===== src/rtl/bm_pkg.sv =====
// Shared types and constants for the census best-match block: coordinate layout,
// cost width derivation and the job FSM encoding.
package bm_pkg;

    localparam int COORD_W = 16;

    typedef struct packed {
        logic [7:0] row;
        logic [7:0] col;
    } coord_t;

    // Bits needed to hold a popcount of 0..bits inclusive.
    function automatic int cost_width(input int bits);
        return $clog2(bits + 1);
    endfunction

    localparam int COST_W = cost_width(16 * 16);
    localparam logic [COST_W-1:0] COST_MAX = '1;

    typedef enum logic [1:0] {
        ST_IDLE,
        ST_ACCUM,
        ST_DRAIN,
        ST_EMIT
    } state_t;

endpackage


===== src/rtl/popcount_chunk.sv =====
// Population count of one chunk of the XORed census block.
module popcount_chunk #(
    parameter int chunk_w = 16,
    parameter int count_w = $clog2(chunk_w) + 1
) (
    input  logic [chunk_w-1:0] bits,
    output logic [count_w-1:0] count
);

    always_comb begin
        count = '0;
        for (int i = 0; i < chunk_w; i++) begin
            count = count + count_w'(bits[i]);
        end
    end

endmodule


===== src/rtl/census_best_match.sv =====
// Hamming-cost block matcher: 3-stage XOR/popcount pipeline feeding a best and
// second-best tracker, one result per search job over a valid/ready handshake.
//
// state    | meaning
// ST_IDLE  | no job open; leaves as soon as a candidate is in flight
// ST_ACCUM | job open, candidates being absorbed by the compare stage
// ST_DRAIN | job closed by srch_done rise; waiting for its candidates to clear S1/S2
// ST_EMIT  | one cycle: accumulator copied to outputs and restarted
module census_best_match
    import bm_pkg::*;
#(
    parameter int block_width  = 16,
    parameter int block_height = 16,
    parameter int chunk_w      = 16,
    parameter int cost_w       = cost_width(block_width * block_height)
) (
    input  logic                                clk,
    input  logic                                reset,
    input  logic                                blks_valid,
    input  logic [block_width*block_height-1:0] blk_block,
    input  logic [block_width*block_height-1:0] srch_block,
    input  logic [15:0]                         coords_in,
    input  logic [15:0]                         blk_index_in,
    input  logic                                srch_done,
    output logic                                result_valid,
    input  logic                                result_ready,
    output logic [15:0]                         best_coords,
    output logic [cost_w-1:0]                   best_cost,
    output logic [cost_w-1:0]                   second_cost,
    output logic [15:0]                         result_index,
    output logic                                busy,
    output logic                                overflow
);

    localparam int n_bits   = block_width * block_height;
    localparam int n_chunks = n_bits / chunk_w;
    localparam int pc_w     = $clog2(chunk_w) + 1;
    localparam logic [cost_w-1:0] cost_max = '1;

    state_t state, state_next;

    logic srch_done_d;
    logic srch_done_rise;
    logic job_tag;
    logic end_job;
    logic any_pending;
    logic old_pending;
    logic emit;

    logic              s1_valid, s1_tag;
    logic [n_bits-1:0] s1_xor;
    coord_t            s1_coords;
    logic [15:0]       s1_index;

    logic              s2_valid, s2_tag;
    logic [pc_w-1:0]   pc_next [n_chunks];
    logic [pc_w-1:0]   s2_pc   [n_chunks];
    coord_t            s2_coords;
    logic [15:0]       s2_index;

    logic              s3_valid;
    logic [cost_w-1:0] pc_sum;
    logic [cost_w-1:0] s3_cost;
    coord_t            s3_coords;
    logic [15:0]       s3_index;

    logic              acc_have;
    logic [cost_w-1:0] acc_best, acc_second;
    coord_t            acc_coords;
    logic [15:0]       acc_index;

    assign srch_done_rise = srch_done & ~srch_done_d;
    assign any_pending    = s1_valid | s2_valid | s3_valid;
    // After the tag flips, entries still carrying the previous tag belong to the closing job.
    // S3 needs no tag: it is absorbed in the same cycle DRAIN sees S1/S2 clear.
    assign old_pending    = (s1_valid && (s1_tag != job_tag)) ||
                            (s2_valid && (s2_tag != job_tag));
    assign emit           = (state == ST_EMIT);
    assign busy           = (state != ST_IDLE);

    for (genvar g = 0; g < n_chunks; g++) begin : g_chunk
        popcount_chunk #(
            .chunk_w (chunk_w),
            .count_w (pc_w)
        ) u_popcount (
            .bits  (s1_xor[g*chunk_w +: chunk_w]),
            .count (pc_next[g])
        );
    end

    always_comb begin
        pc_sum = '0;
        for (int i = 0; i < n_chunks; i++) begin
            pc_sum = pc_sum + cost_w'(s2_pc[i]);
        end
    end

    always_comb begin
        state_next = state;
        end_job    = 1'b0;
        case (state)
            ST_IDLE: begin
                // A one-candidate job can close before IDLE has seen S1 valid.
                if (srch_done_rise && (blks_valid || any_pending)) begin
                    end_job    = 1'b1;
                    state_next = ST_DRAIN;
                end else if (any_pending) begin
                    state_next = ST_ACCUM;
                end
            end
            ST_ACCUM: begin
                if (srch_done_rise) begin
                    end_job    = 1'b1;
                    state_next = ST_DRAIN;
                end
            end
            ST_DRAIN: begin
                if (!old_pending) begin
                    state_next = ST_EMIT;
                end
            end
            ST_EMIT: state_next = ST_IDLE;
            default: state_next = ST_IDLE;
        endcase
    end

    always_ff @(posedge clk) begin
        if (reset) begin
            state       <= ST_IDLE;
            srch_done_d <= 1'b1;
            job_tag     <= 1'b0;
            s1_valid    <= 1'b0;
            s1_tag      <= 1'b0;
            s2_valid    <= 1'b0;
            s2_tag      <= 1'b0;
            s3_valid    <= 1'b0;
        end else begin
            state       <= state_next;
            srch_done_d <= srch_done;
            if (end_job) begin
                job_tag <= ~job_tag;
            end
            s1_valid <= blks_valid;
            s1_tag   <= job_tag;
            s2_valid <= s1_valid;
            s2_tag   <= s1_tag;
            s3_valid <= s2_valid;
        end
    end

    always_ff @(posedge clk) begin
        if (blks_valid) begin
            s1_xor    <= blk_block ^ srch_block;
            s1_coords <= coords_in;
            s1_index  <= blk_index_in;
        end
        if (s1_valid) begin
            for (int i = 0; i < n_chunks; i++) begin
                s2_pc[i] <= pc_next[i];
            end
            s2_coords <= s1_coords;
            s2_index  <= s1_index;
        end
        if (s2_valid) begin
            s3_cost   <= pc_sum;
            s3_coords <= s2_coords;
            s3_index  <= s2_index;
        end
    end

    // In EMIT an arriving S3 entry is the first candidate of the next job.
    always_ff @(posedge clk) begin
        if (reset) begin
            acc_have   <= 1'b0;
            acc_best   <= '0;
            acc_second <= cost_max;
            acc_coords <= '0;
            acc_index  <= '0;
        end else if (s3_valid && (emit || !acc_have)) begin
            acc_have   <= 1'b1;
            acc_best   <= s3_cost;
            acc_second <= cost_max;
            acc_coords <= s3_coords;
            acc_index  <= s3_index;
        end else if (emit) begin
            acc_have   <= 1'b0;
            acc_best   <= '0;
            acc_second <= cost_max;
            acc_coords <= '0;
            acc_index  <= '0;
        end else if (s3_valid) begin
            if (s3_cost < acc_best) begin
                acc_second <= acc_best;
                acc_best   <= s3_cost;
                acc_coords <= s3_coords;
            end else if (s3_cost < acc_second) begin
                acc_second <= s3_cost;
            end
        end
    end

    always_ff @(posedge clk) begin
        if (reset) begin
            result_valid <= 1'b0;
            overflow     <= 1'b0;
            best_coords  <= '0;
            best_cost    <= '0;
            second_cost  <= cost_max;
            result_index <= '0;
        end else if (emit) begin
            result_valid <= 1'b1;
            best_coords  <= acc_coords;
            best_cost    <= acc_best;
            second_cost  <= acc_second;
            result_index <= acc_index;
            if (result_valid && !result_ready) begin
                overflow <= 1'b1;
            end
        end else if (result_valid && result_ready) begin
            result_valid <= 1'b0;
        end
    end

endmodule


===== config.mk =====
export PLATFORM = sky130hd
export DESIGN_NAME = census_best_match
export DESIGN_NICKNAME = d
export VERILOG_FILES = /design/src/rtl/bm_pkg.sv /design/src/rtl/popcount_chunk.sv /design/src/rtl/census_best_match.sv
export SDC_FILE = /design/constraint.sdc
export NUM_CORES = 1
export LEC_CHECK = 0
export CAP_MARGIN = 20
export CORE_UTILIZATION = 40
export CTS_BUF_LIST = sky130_fd_sc_hd__clkbuf_4 sky130_fd_sc_hd__clkbuf_8 sky130_fd_sc_hd__clkbuf_16
export CTS_CLUSTER_SIZE = 25
export DETAILED_ROUTE_END_ITERATION = 10
export GPL_TIMING_DRIVEN = 0
export PLACE_DENSITY = 0.76
export SYNTH_ARGS = -nofsm -noshare
export SYNTH_HDL_FRONTEND = slang
export SYNTH_HIERARCHICAL = 1
export SYNTH_SLANG_ARGS = --single-unit

===== constraint.sdc =====
create_clock -name clk -period 5.4 [get_ports clk]
set_input_delay 0.81 -clock clk [delete_from_list [all_inputs] [get_ports clk]]
set_output_delay 0.81 -clock clk [all_outputs]
set_load 0.1 [all_outputs]

==> results.txt <==
outcome -> completed
Buf/Inv on CP -> 4
grt ovf -> 0
Num Clock Sinks -> 553
Pins Over Slew Limit -> 0
flop-to-flop setup slack -> 0.18 ns
gpl congestion -> 0.880
Post-synth EDFFs -> 441
Critical R2R Launch -> s2_pc[0][2]
Avg Cell Area, Syn -> 13.7 um^2
Detail Placement HPWL -> 48.5 mm
vias in the first global route -> 18100
die area -> 72200 um^2
Startpoint Class -> flip-flop
first-pass GRT wire length -> 92.5 mm
layout cells sized above 1 -> 5.88%
Clock Latency Late Sink -> 0.61 ns
synthesized net count -> 2963
worst-case clock buffer depth -> 3
Worst Path Max Fanout -> 2
detailed-route wire length -> 59.7 mm
HP Class -> reg2reg
Area Overhead vs Synth -> 33.1%
# IOs -> 602
multi-input logic area -> 10800 um^2
Avg Vias per Cell -> 4.39
worst path cell trace -> fa_1 -> inv_2 -> fa_1 -> inv_2 -> fa_1 -> fa_1 -> fa_1 -> inv_1 -> fa_1 -> inv_2 -> ha_4 -> fa_2 -> a21o_1 -> a21oi_2 -> o21bai_1 -> a21oi_2 -> xnor2_2
Unique masters post-synth -> 44
crit path time final -> 5.22 ns
Layout Cells excl Fill -> 3730
gr usage total -> 16.7%
fill count -> 5706
relative slew slack -> 30.4%
root buffer cell -> clkbuf_16
CTS Hold Bufs -> 0
Crit. End Element -> flip-flop
Cells after Synth -> 2070
crit path kind -> reg2reg
via count -> 16400
Max-Cap Viols -> 0
worst hold endpoint -> s3_index[12]
Hold Crit Depth -> 0
Arr. time, crit path -> 5.57 ns
Antenna Nets Post-Route -> 0
Cell Area, Placed -> 35800 um^2
pin count of the biggest net entering global routing -> 135
register area -> 15500 um^2
H-tree Lvls -> 2
Critical Path Start -> s2_pc[0][2]
Worst Skew -> 0.0208 ns
RSZ-0062 raised after global routing -> no
Net count, final -> 3633
post-synthesis sequential area ratio -> 54.4%
reg2reg path depth -> 17
Max Freq -> 191 MHz
Setup TNS -> 0 ns
worst endpoint required time -> 5.75 ns
hold_sp -> s2_index[12]
chip height -> 269 um
Cells after DPL -> 3615
Site Rows -> 97
Critical R2R Capture -> s3_cost[8]
slowest CP cell -> fa_1
Post-synth top flop -> edfxtp_1
Die Width -> 269 um
fin crit share -> 96.7%
I/O Buffers -> 600
ys async rst share -> 0%
CP most frequent cell -> fa_1
initial antenna violation count -> 0
core area -> 70300 um^2
routed length per placed instance -> 16.0 um
Clock transition at path regs -> 0.06 ns
first-pass iteration count of the detailed router -> 5
fin util -> 53.9%
TritonCTS clock tree -> yes
initial drt markers -> 713
cell area after synthesis -> 28500 um^2
Synth Register Bits -> 553
DRC violations left -> 0
ant diodes -> 0
final non-filler cell area -> 37900 um^2
critical path's top delay family -> adder cells
Hold Fails Final Rpt -> 0
Ys Warns -> 6
total CTS buffers -> 59
max incr delay on CP -> 0.57 ns
# setup viols final -> 0
slew of the pin with the lowest slew margin -> 1.04 ns
Initial Util -> 40.5%
==> cell usage in the layout, fill, tap and decap left out, types with 5 or more instances in the layout <==
master / Yosys / routed
a21o_1: 18 / 18
edfxtp_1: 441 / 441
ha_1: 118 / 117
dfxtp_1: 112 / 110
a21oi_2: 16 / 18
clkbuf_8: 0 / 6
clkbuf_4: 0 / 14
inv_1: 562 / 558
a2bb2oi_1: 9 / 9
clkinvlp_4: 0 / 6
buf_2: 9 / 9
a211o_1: 10 / 10
clkdlybuf4s50_1: 0 / 599
nand2_1: 5 / 5
o21a_1: 19 / 19
a22o_1: 41 / 41
clkinv_2: 0 / 9
xnor2_1: 36 / 35
clkbuf_1: 8 / 8
a21oi_1: 11 / 9
mux2i_1: 50 / 50
nor2_1: 54 / 54
nor2b_1: 32 / 32
clkbuf_16: 0 / 63
xor2_1: 258 / 258
fa_1: 226 / 224
==> stage by stage <==
| stage | worst slack [ns] | hold slack, ns |
|---|---|---|
| final | 0.177 | 0.414 |
| after detailed placement | -0.195 | 0.405 |
| after global routing | 0.0187 | 0.423 |
| after global placement | -6.12 | 0.402 |
| after floorplan | 0.282 | 0.400 |
| after CTS | 0.0245 | 0.417 |
==> routing by layer <==
layer	GRT usage, %	wire length [um]
met5	0	0
met3	2.71	2720
met4	3.64	1000
met1	19.2	22900
met2	32.1	33100
==> repair_timing <==
action / in CTS / in global routing
setup endpoints to repair: 1 / 1
buffers inserted: 1 / 3
gates resized for setup: 4 / 7
pin swaps: 5 / 19
==> flip-flops by register name, summed over array words and instances, names as in the netlist, 2 cells and up <==
register and cells:
result_index 16, best_coords 16, s1_index 16, s2_index 16
second_cost 9, s2_pc 80, s2_coords 16, s3_index 16
best_cost 9, acc_index 16, acc_coords 16, s1_xor 256
s3_coords 16, state 2, s3_cost 9, acc_best 9
s1_coords 16, acc_second 9
==> worst max-delay path by stage <==
stage / endpoint / slack (ns) / cells after the start
floorplan: s3_cost[8] / 0.28 / 17
global placement: job_tag / -6.12 / 5
detailed placement: s3_cost[8] / -0.20 / 17
CTS: s3_cost[8] / 0.02 / 17
global route: s3_cost[8] / 0.02 / 16
finish: s3_cost[8] / 0.18 / 17
==> worst reg2reg max path: stages, from the launching register on <==
cell and delay (ns):
edfxtp_1 0.41, fa_1 0.57, inv_2 0.04, fa_1 0.49
inv_2 0.04, fa_1 0.55, fa_1 0.47, fa_1 0.53
inv_1 0.05, fa_1 0.49, inv_2 0.05, ha_4 0.16
fa_2 0.36, a21o_1 0.19, a21oi_2 0.16, o21bai_1 0.11
a21oi_2 0.19, xnor2_2 0.11
==> kinds of logic after synthesis <==
family,Yosys count,share of synthesized area (%)
adders and majority gates,344,21.1
DFF,553,54.4
AOI/OAI and AO/OA,144,4.12
xor gates and xnor gates,294,9.05
muxes,50,1.76
and+or+nand+nor,101,1.72
buffers and inverters,584,7.85
==> synth_stat cells (2+ instances only) <==
cell,instances,area [um^2]
inv_1,562,2110
edfxtp_1,441,13200
xor2_1,258,2260
fa_1,226,4520
ha_1,118,1480
dfxtp_1,112,2240
nor2_1,54,203
mux2i_1,50,500
a22o_1,41,359
xnor2_1,36,315
nor2b_1,32,200
o21a_1,19,143
a21o_1,18,135
a21oi_2,16,140
a21oi_1,11,55.1
a211o_1,10,87.6
a2bb2oi_1,9,78.8
buf_2,9,45.0
clkbuf_1,8,30.0
nand2_1,5,18.8
buf_6,4,45.0
o21ai_0,4,20.0
a211oi_1,3,22.5
o21ai_1,2,10.0
o21bai_1,2,15.0
or3_1,2,12.5
==> final cells by class <==
class                           count  share of cell area, %
Buffer                             22                  0.327
Clock buffer                       83                   4.66
Clock inverter                     28                  0.724
Inverter                          562                   5.57
Multi-Input combinational cell    933                   28.4
Sequential cell                   553                   40.9
Tap cell                          940                   3.11
Timing Repair Buffer              609                   16.3
Power is not shown: default switching activity piles up to over one toggle a cycle in this logic, so the estimate is an artifact.
